==> src/rtl/combo_pkg.sv <==
// Shared types and default parameters for the combination lock controller.
package combo_pkg;

  typedef enum logic [2:0] {
    ST_ENTRY   = 3'd0,
    ST_OPEN    = 3'd1,
    ST_FAIL    = 3'd2,
    ST_LOCKOUT = 3'd3,
    ST_PROG    = 3'd4
  } state_e;

  typedef logic [3:0] bcd_t;

  localparam int          CODE_LEN_DEF    = 6;
  localparam int          MAX_TRIES_DEF   = 3;
  localparam int          LOCKOUT_CYC_DEF = 16;
  localparam logic [23:0] CODE_INIT_DEF   = 24'h012345;

endpackage

==> src/rtl/lockout_timer.sv <==
// One-shot down-counter: done_o fires in the LOCKOUT_CYC-th cycle after start_i.
module lockout_timer #(
  parameter int LOCKOUT_CYC = 16
) (
  input  logic clk,
  input  logic rst_n,
  input  logic start_i,
  output logic done_o
);

  localparam int CW = $clog2(LOCKOUT_CYC + 1);

  logic [CW-1:0] cnt_q, cnt_d;

  always_comb begin
    cnt_d = cnt_q;
    if (start_i)             cnt_d = CW'(LOCKOUT_CYC);
    else if (cnt_q != '0)    cnt_d = cnt_q - CW'(1);
  end

  always_ff @(posedge clk) begin
    if (!rst_n) cnt_q <= '0;
    else        cnt_q <= cnt_d;
  end

  // Loaded on the edge entering lockout, so the last count lands on the exit edge.
  assign done_o = (cnt_q == CW'(1));

endmodule

==> src/rtl/combo_lock_ctrl.sv <==
// Digit-entry combination lock with retry limit, timed lockout and reprogramming.
module combo_lock_ctrl
  import combo_pkg::*;
#(
  parameter int                      CODE_LEN    = CODE_LEN_DEF,
  parameter int                      MAX_TRIES   = MAX_TRIES_DEF,
  parameter int                      LOCKOUT_CYC = LOCKOUT_CYC_DEF,
  parameter logic [4*CODE_LEN-1:0]   CODE_INIT   = CODE_INIT_DEF
) (
  input  logic       clk,
  input  logic       rst_n,
  input  logic [3:0] digit_in,
  input  logic       enter,
  input  logic       close,
  input  logic       prog,
  output logic [2:0] state_o,
  output logic [2:0] digit_idx,
  output logic [1:0] tries_left,
  output logic       unlocked,
  output logic       err
);

  state_e     state_q, state_d;
  logic [2:0] idx_q, idx_d;
  logic [1:0] tries_q, tries_d;
  logic       mism_q, mism_d;
  logic       err_q, err_d;
  logic       unl_q, unl_d;
  bcd_t       code_q   [CODE_LEN];
  bcd_t       code_d   [CODE_LEN];
  bcd_t       shadow_q [CODE_LEN];
  bcd_t       shadow_d [CODE_LEN];

  logic       tmr_start, tmr_done;
  logic       dig_ok, last_dig, mism_n;

  lockout_timer #(.LOCKOUT_CYC(LOCKOUT_CYC)) u_tmr (
    .clk    (clk),
    .rst_n  (rst_n),
    .start_i(tmr_start),
    .done_o (tmr_done)
  );

  assign dig_ok   = (digit_in <= 4'd9);
  assign last_dig = (idx_q == 3'(CODE_LEN - 1));
  assign mism_n   = mism_q | (digit_in != code_q[idx_q]);

  always_comb begin
    state_d   = state_q;
    idx_d     = idx_q;
    tries_d   = tries_q;
    mism_d    = mism_q;
    err_d     = 1'b0;
    tmr_start = 1'b0;
    code_d    = code_q;
    shadow_d  = shadow_q;

    unique case (state_q)
      ST_ENTRY: begin
        if (close) begin
          idx_d  = '0;
          mism_d = 1'b0;
        end else if (enter) begin
          if (!dig_ok) begin
            err_d = 1'b1;
          end else if (!last_dig) begin
            idx_d  = idx_q + 3'd1;
            mism_d = mism_n;
          end else begin
            idx_d = '0;
            if (!mism_n) begin
              state_d = ST_OPEN;
              tries_d = 2'(MAX_TRIES);
              mism_d  = 1'b0;
            end else begin
              tries_d = tries_q - 2'd1;
              mism_d  = 1'b1;
              if (tries_q == 2'd1) begin
                state_d   = ST_LOCKOUT;
                tmr_start = 1'b1;
              end else begin
                state_d = ST_FAIL;
              end
            end
          end
        end
      end

      ST_OPEN: begin
        if (close) begin
          state_d = ST_ENTRY;
          idx_d   = '0;
          mism_d  = 1'b0;
        end else if (enter && prog) begin
          state_d = ST_PROG;
          idx_d   = '0;
        end
      end

      ST_FAIL: begin
        if (close) begin
          state_d = ST_ENTRY;
          idx_d   = '0;
          mism_d  = 1'b0;
        end else if (enter) begin
          err_d = 1'b1;
        end
      end

      ST_LOCKOUT: begin
        if (!close && enter) err_d = 1'b1;
        if (tmr_done) begin
          state_d = ST_ENTRY;
          tries_d = 2'(MAX_TRIES);
          idx_d   = '0;
          mism_d  = 1'b0;
        end
      end

      ST_PROG: begin
        if (close) begin
          state_d = ST_ENTRY;
          idx_d   = '0;
          mism_d  = 1'b0;
        end else if (enter) begin
          if (!dig_ok) begin
            err_d = 1'b1;
          end else begin
            shadow_d[idx_q] = digit_in;
            if (last_dig) begin
              // Commit the whole shadow, including the digit arriving this cycle.
              for (int i = 0; i < CODE_LEN; i++)
                code_d[i] = (3'(i) == idx_q) ? digit_in : shadow_q[i];
              state_d = ST_OPEN;
              idx_d   = '0;
            end else begin
              idx_d = idx_q + 3'd1;
            end
          end
        end
      end

      default: state_d = ST_ENTRY;
    endcase

    unl_d = (state_d == ST_OPEN) || (state_d == ST_PROG);
  end

  always_ff @(posedge clk) begin
    if (!rst_n) begin
      state_q <= ST_ENTRY;
      idx_q   <= '0;
      tries_q <= 2'(MAX_TRIES);
      mism_q  <= 1'b0;
      err_q   <= 1'b0;
      unl_q   <= 1'b0;
      for (int i = 0; i < CODE_LEN; i++) begin
        code_q[i]   <= CODE_INIT[4*(CODE_LEN-1-i) +: 4];
        shadow_q[i] <= '0;
      end
    end else begin
      state_q  <= state_d;
      idx_q    <= idx_d;
      tries_q  <= tries_d;
      mism_q   <= mism_d;
      err_q    <= err_d;
      unl_q    <= unl_d;
      code_q   <= code_d;
      shadow_q <= shadow_d;
    end
  end

  assign state_o    = state_q;
  assign digit_idx  = idx_q;
  assign tries_left = tries_q;
  assign unlocked   = unl_q;
  assign err        = err_q;

endmodule

==> config.mk <==
export PLATFORM = sky130hd
export DESIGN_NAME = combo_lock_ctrl
export DESIGN_NICKNAME = d
export VERILOG_FILES = /design/src/rtl/combo_pkg.sv /design/src/rtl/lockout_timer.sv /design/src/rtl/combo_lock_ctrl.sv
export SDC_FILE = /design/constraint.sdc
export NUM_CORES = 1
export LEC_CHECK = 0
export BUFFER_PORTS_ARGS = -buffer_cell sky130_fd_sc_hd__buf_2
export CORE_MARGIN = 3
export CORE_UTILIZATION = 59
export DETAILED_ROUTE_END_ITERATION = 10
export GPL_TIMING_DRIVEN = 0
export PLACE_DENSITY = 0.78
export SETUP_SLACK_MARGIN = 0.3
export SLEW_MARGIN = 0
export SYNTH_ARGS = -nofsm -noshare
export SYNTH_HDL_FRONTEND = slang
export SYNTH_HIERARCHICAL = 1
export SYNTH_SLANG_ARGS = --single-unit
==> constraint.sdc <==
create_clock -name clk -period 2.95 [get_ports clk]
set_input_delay 0.4425 -clock clk [delete_from_list [all_inputs] [get_ports clk]]
set_output_delay 0.4425 -clock clk [all_outputs]
set_load 0.05 [all_outputs]
# Word level (Yosys, flattened, before mapping)
# Index checks and enable logic that the tools add are counted.
[op_classes]
n_mux = 67
reduce_logical = 20
bitwise_logic = 4
n_lt_le_gt_ge = 3
n_eq_ne = 27
n_addsub = 3
[ops]
columns = ["cell", "n"]
rows = [
  ["2-to-1 mux 3 bit", 20],
  ["2-to-1 mux 4 bit", 9],
  ["bitwise mux 24 bit", 1],
  ["2-to-1 mux 1 bit", 21],
  ["case mux 3 bit (5 select lines)", 1],
  ["2-to-1 mux 2 bit", 7],
  ["binary-select mux 4 bit (select 3 bit)", 1],
  ["demux 4 bit (select 3 bit)", 1],
  ["!= test 2 bit (second input constant)", 6],
  ["case mux 3 bit (4 select lines)", 1],
  ["AND reduction 6 bit", 2],
  ["2-to-1 mux 5 bit", 2],
  ["AND reduction 5 bit", 2],
  ["equality test 3 bit (second input constant)", 3],
  ["!= test 3 bit (second input constant)", 3],
  ["equality test 2 x 3 -> 1 bit (first input constant)", 2],
  ["equality test 3 x 1 -> 1 bit (second input constant)", 2],
  ["equality test 3 x 2 -> 1 bit (second input constant)", 2],
  ["equality test 3 bit (first input constant)", 2],
  ["zero test 3 bit", 2],
  ["!= test 3 x 1 -> 1 bit (second input constant)", 2],
  ["case mux 1 bit (3 select lines)", 2],
  ["equality test 5 x 1 -> 1 bit (second input constant)", 1],
  ["nonzero test 5 bit", 1],
  ["23 further kinds", 28],
]
[totals]
reg_bits = 64
out_inout_bits = 10
wordCells = 144

# Longest topological paths before layout
# Gate-level depths: netlist of run 1.
[depth]
ltp_word = 14
depth_mapped = 10
ltp_nobuf = 9

# Hierarchy
# The synthesis of run 1 kept the hierarchy.
[by_module_without_submodules]
columns = ["module", "area_each_um2", "n_inst", "cells_each", "seq_area_each_um2"]
rows = [
  ["combo_lock_ctrl", 2628.8, 1, 307, 1101.1],
  ["lockout_timer", 246.5, 1, 25, 100.1],
]

# Least setup slack after synthesis of run 1
# Ideal clock, no wire load.
[synth_timing]
kind = "flip-flop to flip-flop"
from = "reg idx_q[0], in the netlist digit_idx[0]"
to = "reg u_tmr.cnt_q[2]"
t_arrival_ns = 2.709
setup_slack_ns = 0.177
stages_incl_launch_ff = 11
n_path_buf = 1
cell_sequence = "dfxtp_1 buf_6 mux4_2 nand2_1 mux2i_1 nand4b_4 or2_1 and3_1 nand2b_1 or2b_1 nor2_1"
[synth_between]
elab_chain_cells = 13
[synth_rtl]
columns = ["element", "line_no", "rtl"]
rows = [
  ["start, declared", "combo_lock_ctrl.sv:24", "logic [2:0] idx_q, idx_d;"],
  ["start signal, assigned", "combo_lock_ctrl.sv:163", "idx_q <= idx_d;"],
  ["NOT 3 -> 4 bit (implied by the code)", "combo_lock_ctrl.sv:46", "assign mism_n = mism_q | (digit_in != code_q[idx_q]);"],
  ["binary-select mux 4 bit (select 3 bit)", "combo_lock_ctrl.sv:46", ""],
  ["2-to-1 mux 4 bit (implied by the code) (2 in a row)", "combo_lock_ctrl.sv:46", ""],
  ["!= test 4 bit", "combo_lock_ctrl.sv:46", ""],
  ["OR 1 bit", "combo_lock_ctrl.sv:46", ""],
  ["2-to-1 mux 1 bit", "combo_lock_ctrl.sv:71", "if (!mism_n) begin"],
  ["2-to-1 mux 1 bit (*)", "combo_lock_ctrl.sv:66", "end else if (!last_dig) begin"],
  ["2-to-1 mux 1 bit (*)", "combo_lock_ctrl.sv:64", "if (!dig_ok) begin"],
  ["2-to-1 mux 1 bit (*)", "combo_lock_ctrl.sv:63", "end else if (enter) begin"],
  ["2-to-1 mux 1 bit (*)", "combo_lock_ctrl.sv:60", "if (close) begin"],
  ["2-to-1 mux 1 bit (*)", "combo_lock_ctrl.sv:58", "unique case (state_q)"],
  ["net tmr_start", "combo_lock_ctrl.sv:34", "logic tmr_start, tmr_done;"],
  ["OR reduction 2 bit (no line) (*)", "n/a", ""],
  ["end signal, assigned", "lockout_timer.sv:23", "else cnt_q <= cnt_d;"],
  ["end, declared", "lockout_timer.sv:13", "logic [CW-1:0] cnt_q, cnt_d;"],
]
# Mark *: on every way through the listed nets, which the timed path passes. The rest lies on a longest branch. The select of a mux whose other input is x is not followed.
# A chain may end at the register's enable or synchronous reset.

# Worst setup path after layout of run 1
[layout_timing]
from = "reg idx_q[0], in the netlist digit_idx[0]"
to = "reg u_tmr.cnt_q[3]"
# Same word-level chain as after synthesis.

==> results.yml, run 1 <==
sta:
  hold_slack_ns: 0.3935
  min_period_over_period_pct: 85.89
  finalSetupViolations: 0
  relSlewSlack_pct: 57.10
  setup_slack_ns: 0.4163
  worst_pin_slew_ns: 0.6406
  timing_max_transition_violations_final: 0
  post-route-min-period_ns: 2.534
  finalHoldViolCount: 0
  fmax_mhz: 394.7
  rsz0062_at_grt: "false"
  fin_skew_ns: 0.005017
  fin_setup_tns_ns: 0
yosys:
  synth_edf_count: 0
  synthArstFlopShare_pct: 0
  ys_top_cells_by_area: "dfxtp_1, mux2i_1, nand2_1"
  synth_top_area_share_pct: 41.78
  synth_top_cell_by_area: "dfxtp_1"
  synth_cell_type_count: 57
  synth_area_sq_um: 2875
  synthCells: 332
  synth_area_per_cell_sq_um: 8.660
  synth_seq_cells: 60
  syn-num-nets: 345
  seq_area_frac_synth_pct: 41.78
  synth_warnings: 6
  ys.flop_type: "dfxtp_1"
setup_path:
  path_depth: 10
  critPathRequiredTime_ns: 3.22
  setup.worst_path.start_class: "register"
  worstSetupPathType: "reg2reg"
  slowest_delay_ns: 0.54
  timing.critical_path.buf_inv: 1
  path_cells: "buf_6 > mux4_2 > nand2_2 > mux2i_4 > nand4b_4 > or2_1 > and3_1 > nand2b_4 > or2b_1 > nor2_1"
  critPathSlowestCell: "mux4_2"
  reg2regPathDepth: 10
  path_max_fanout: 8
  cp_top_family: "simple AND/OR/NAND/NOR gates"
  worstPathArrival_ns: 2.81
  end_kind: "register"
clock_tree:
  root_buffer: "clkbuf_8"
  post_cts_buffers: 0
  clock-sinks: 60
  clk_pin_slew_ns: 0.06
  clk_path_buf_depth: 2
  insertion_delay_ns: 0.34
  post_cts_resized: 0
  cts_buffers: 9
  cts_tree: "yes"
  cts_hold_buf: 0
  h-tree-depth: 3
floorplan:
  die_h_microns: 75.81
  core_area_sq_um: 4534
  ioPinCount: 19
  dieArea_sq_um: 5747
  row_count: 24
  die_x_microns: 75.81
  start_util_pct: 63.41
grt:
  grt_start_max_net_pins: 11
  grt_overflow: 0
  antenna_found_initial: 0
  grt_pass1_vias: 2256
  globalRouteTotalUtil_pct: 25.69
  grt_pass1_wl_microns: 10720
placement:
  dp_hpwl_microns: 4693
  routabilityCongestion: 0.8964
  dp_slack_ns: 0.3573
  portBuffers: 15
  post_dp_cell_area_sq_um: 3034
  dp_cells: 412
route:
  wl_met1_microns: 2774
  drt-vias-per-instance: 5.593
  wl_met2_microns: 3166
  drt_iter0_markers: 227
  vias: 2388
  ant_nets: 0
  routedWlPerCell_microns: 15.13
  met3_length_microns: 382
  firstDrtPassIters: 5
  top_layer: "met4"
  drc: 0
  drt_wl_total_microns: 6462
cells_and_area:
  drive_gt1_share_pct: 17.40
  stdcell_count: 427
  layout_common_cells: "nand2_1, dfxtp_1, nor2_1"
  diodes: 0
  nNetsFinal: 371
  area_delta_synth_final_pct: 11.53
  fin_area_sq_um: 3207
  post-route-util_pct: 70.72
power:
  p_per_area_nw_per_um2: 532.1
  power_leakage_nw: 1.163
  vdd_ir_drop_max_v: 0.0003446
  power_mw: 1.706
status:
  status: "completed"
min_path:
  min_path_cells: 3
  hp-class: "in2reg"
flow_run:
  maxCapViolCount: 0
==> metal layers <==
metal,up-vias,global-route usage [%]
li1,1198,-
met1,1110,31.57
met2,67,42.02
met3,13,7.124
met4,0,11.07
met5,-,0
==> sequential cells by signal, indices dropped and copies added (netlist names) <==
| name | count |
|---|---|
| mism_q | 1 |
| state_o | 3 |
| shadow_q | 20 |
| code_q | 24 |
| tries_left | 2 |
| digit_idx | 3 |
| unlocked | 1 |
| u_tmr/cnt_q | 5 |
| err | 1 |
==> synthesized netlist by cell type, types with 3 or more instances <==
library cell	number
o22ai_1	3
a211oi_1	3
inv_1	8
nand3_1	12
nor2_1	37
mux2i_1	26
buf_6	3
o21ai_0	5
nor3_1	8
clkbuf_1	11
dfxtp_1	60
mux4_2	3
o21a_1	3
nor2b_1	4
ha_1	4
buf_4	3
buf_2	5
nand2_1	59
a21oi_1	27
xnor2_1	5
==> layout make-up <==
type,count,area (sq um)
Sequential cell,60,1204
Tap cell,65,81.33
Multi-Input combinational cell,241,1540
Buffer,23,126.4
Fill cell,376,1328
Timing Repair Buffer,15,75.07
Clock inverter,3,15.01
Inverter,8,30.03
Clock buffer,12,135.1
==> logic make-up (layout without fill, tap and decap cells) <==
| kind of cell | after synthesis | in the layout | share of synthesized area [%] |
|---|---|---|---|
| xor+xnor | 6 | 6 | 1.828 |
| simple gates | 144 | 144 | 24.41 |
| flops | 60 | 60 | 41.78 |
| mux | 31 | 31 | 12.18 |
| compound gates | 56 | 56 | 12.62 |
| buf+inv | 31 | 61 | 5.439 |
| fa+ha+maj | 4 | 4 | 1.741 |
==> worst reg2reg max path, stage by stage (launching register included) <==
cell and delay [ns]:
dfxtp_2 0.33, buf_6 0.15, mux4_2 0.55, nand2_2 0.13
mux2i_4 0.25, nand4b_4 0.13, or2_1 0.25, and3_1 0.19
nand2b_4 0.16, or2b_1 0.23, nor2_1 0.10
==> worst paths after layout <==
check                                 start                           to  slack, ns
hold reg to reg   shadow_q[22]$_SDFFE_PN0P_      code_q[22]$_SDFFE_PN0P_       0.45
setup / recovery  digit_idx[0]$_SDFFE_PN0P_  u_tmr/cnt_q[3]$_SDFFE_PP0P_       0.42
hold / removal                        enter               err$_SDFF_PN0_       0.39
setup reg to reg  digit_idx[0]$_SDFFE_PN0P_  u_tmr/cnt_q[3]$_SDFFE_PP0P_       0.42
==> report_power, final <==
part	internal, mW	switching (mW)
Clock	0.296	0.297
Combinational	0.113	0.132
Sequential	0.839	0.0301
Note: power is estimated with default switching activity, not from simulation.
==> inputs of run 2 (changes only) <==
--- a/config.mk
+++ b/config.mk
@@ -11,7 +11,9 @@
 export DETAILED_ROUTE_END_ITERATION = 10
 export GPL_TIMING_DRIVEN = 0
 export PLACE_DENSITY = 0.78
+export RECOVER_POWER = 25
 export SETUP_SLACK_MARGIN = 0.3
+export SKIP_LAST_GASP = 1
 export SLEW_MARGIN = 0
 export SYNTH_ARGS = -nofsm -noshare
 export SYNTH_HDL_FRONTEND = slang
==> results.yml, run 2 (synthesized netlist as in run 1, its figures left out) <==
sta:
  finalSetupViolations: 0
  setup_slack_ns: 0.4123
  fin_skew_ns: 0.004923
  min_period_over_period_pct: 86.02
  fin_setup_tns_ns: 0
  relSlewSlack_pct: 47.46
  hold_slack_ns: 0.3950
  worst_pin_slew_ns: 0.7821
  fmax_mhz: 394.1
  timing_max_transition_violations_final: 0
  finalHoldViolCount: 0
  rsz0062_at_grt: "false"
  post-route-min-period_ns: 2.538
route:
  drt_wl_total_microns: 6482
  vias: 2404
  ant_nets: 0
  routedWlPerCell_microns: 15.18
  drt-vias-per-instance: 5.630
  drc: 0
  drt_iter0_markers: 286
  firstDrtPassIters: 5
min_path:
  holdPathEnd: "err$_SDFF_PN0_"
  hold_path_startpoint: "enter"
  hp-class: "in2reg"
  min_path_cells: 3
clock_tree:
  cts_buffers: 9
  clock-sinks: 60
  h-tree-depth: 3
  insertion_delay_ns: 0.34
  post_cts_resized: 0
  cts_hold_buf: 0
  clk_path_buf_depth: 2
  root_buffer: "clkbuf_8"
  clk_pin_slew_ns: 0.06
  cts_tree: "yes"
  post_cts_buffers: 0
grt:
  grt_overflow: 0
  globalRouteTotalUtil_pct: 25.69
  grt_pass1_wl_microns: 10720
  grt_start_max_net_pins: 11
  antenna_found_initial: 0
  grt_pass1_vias: 2256
setup_path:
  startpoint: "digit_idx[0]$_SDFFE_PN0P_"
  path_depth: 10
  reg2reg_setup_slack_ns: 0.41
  path_cells: "buf_6 > mux4_2 > nand2_2 > mux2i_4 > nand4b_4 > or2_1 > and3_1 > nand2b_4 > or2b_1 > nor2_1"
  reg2regPathDepth: 10
  critPathSlowestCell: "mux4_2"
  timing.critical_path.buf_inv: 1
  path_max_fanout: 8
  worstReg2RegEnd: "u_tmr/cnt_q[3]$_SDFFE_PP0P_"
  critPathRequiredTime_ns: 3.22
  cp_top_family: "simple AND/OR/NAND/NOR gates"
  setup.worst_path.start_class: "register"
  worstPathArrival_ns: 2.81
  slowest_delay_ns: 0.54
  end_kind: "register"
  worstSetupPathType: "reg2reg"
  r2r-start: "digit_idx[0]$_SDFFE_PN0P_"
flow_run:
  maxCapViolCount: 0
power:
  p_per_area_nw_per_um2: 535.2
  power_leakage_nw: 1.124
  vdd_ir_drop_max_v: 0.0003451
placement:
  dp_slack_ns: 0.3573
  dp_hpwl_microns: 4693
  routabilityCongestion: 0.8964
  post_dp_cell_area_sq_um: 3034
  portBuffers: 15
cells_and_area:
  area_delta_synth_final_pct: 10.70
  layout_common_cells: "nand2_1, dfxtp_1, nor2_1"
  nNetsFinal: 371
  drive_gt1_share_pct: 14.36
  fillCellCount: 382
  largest_reg_flops: 24
  diodes: 0
  top_register: "code_q"
  fin_area_sq_um: 3183
  top_regs: "code_q x24, shadow_q x20, u_tmr/cnt_q x5"
floorplan:
  die_x_microns: 75.81
  die_h_microns: 75.81
  core_area_sq_um: 4534
  row_count: 24
  dieArea_sq_um: 5747
  ioPinCount: 19
  start_util_pct: 63.41
status:
  status: "completed"
run 2: cell types whose count changed in the layout (fill, tap and decap cells not counted), sizes merged:
| cell | previous run | this run |
|---|---|---|
| buf | 27 | 17 |
| clkbuf | 23 | 33 |
run 2: per-layer routing:
layer	vias up	global-route usage [%]	part of all wire (%)
met5	-	0	0
met3	14	7.124	6.2
met4	0	11.07	2.1
li1	1197	-	-
met2	62	42.02	49
met1	1131	31.57	43
run 2: where the power goes:
group	switching [mW]	total, mW	internal [mW]
clock network	0.294	0.590	0.296
registers	0.0304	0.869	0.839
logic	0.132	0.244	0.112
run 2: area by class of cell:
| class | count | area (sq um) | share of cell area [%] |
|---|---|---|---|
| buffer | 23 | 126.4 | 3.970 |
| sequential | 60 | 1204 | 37.81 |
| multi-input combinational | 241 | 1529 | 48.03 |
| clock inverter | 3 | 15.01 | 0.4717 |
| timing repair buffer | 15 | 62.56 | 1.965 |
| clock buffer | 12 | 135.1 | 4.245 |
| tap | 65 | 81.33 | 2.555 |
| inverter | 8 | 30.03 | 0.9434 |
run 2: how the worst max path moves through the flow:
stage	to	slack, ns
final	u_tmr/cnt_q[3]$_SDFFE_PP0P_	0.41
after global routing	u_tmr/cnt_q[3]$_SDFFE_PP0P_	0.27
after CTS	u_tmr/cnt_q[3]$_SDFFE_PP0P_	0.33
after detailed placement	u_tmr/cnt_q[3]$_SDFFE_PP0P_	0.36
after global placement	u_tmr/cnt_q[2]$_SDFFE_PP0P_	0.38
after floorplan	u_tmr/cnt_q[2]$_SDFFE_PP0P_	0.35
run 2: through the flow:
stage / utilization [%] / instances / power (mW)
after CTS: 70.23 / 427 / 1.713
after floorplan: - / 332 / 1.075
after global placement: 66.92 / 412 / 1.115
final: 70.20 / 427 / 1.704
after detailed placement: 66.92 / 412 / 1.125
after global routing: 70.20 / 427 / 1.789
run 2: worst register-to-register path, delay by kind of cell (launching register included):
family | cells | cell delay, ns
buffers and inverters | 1 | 0.15
flip-flops | 1 | 0.33
multiplexers | 2 | 0.80
AND/OR/NAND/NOR | 7 | 1.19
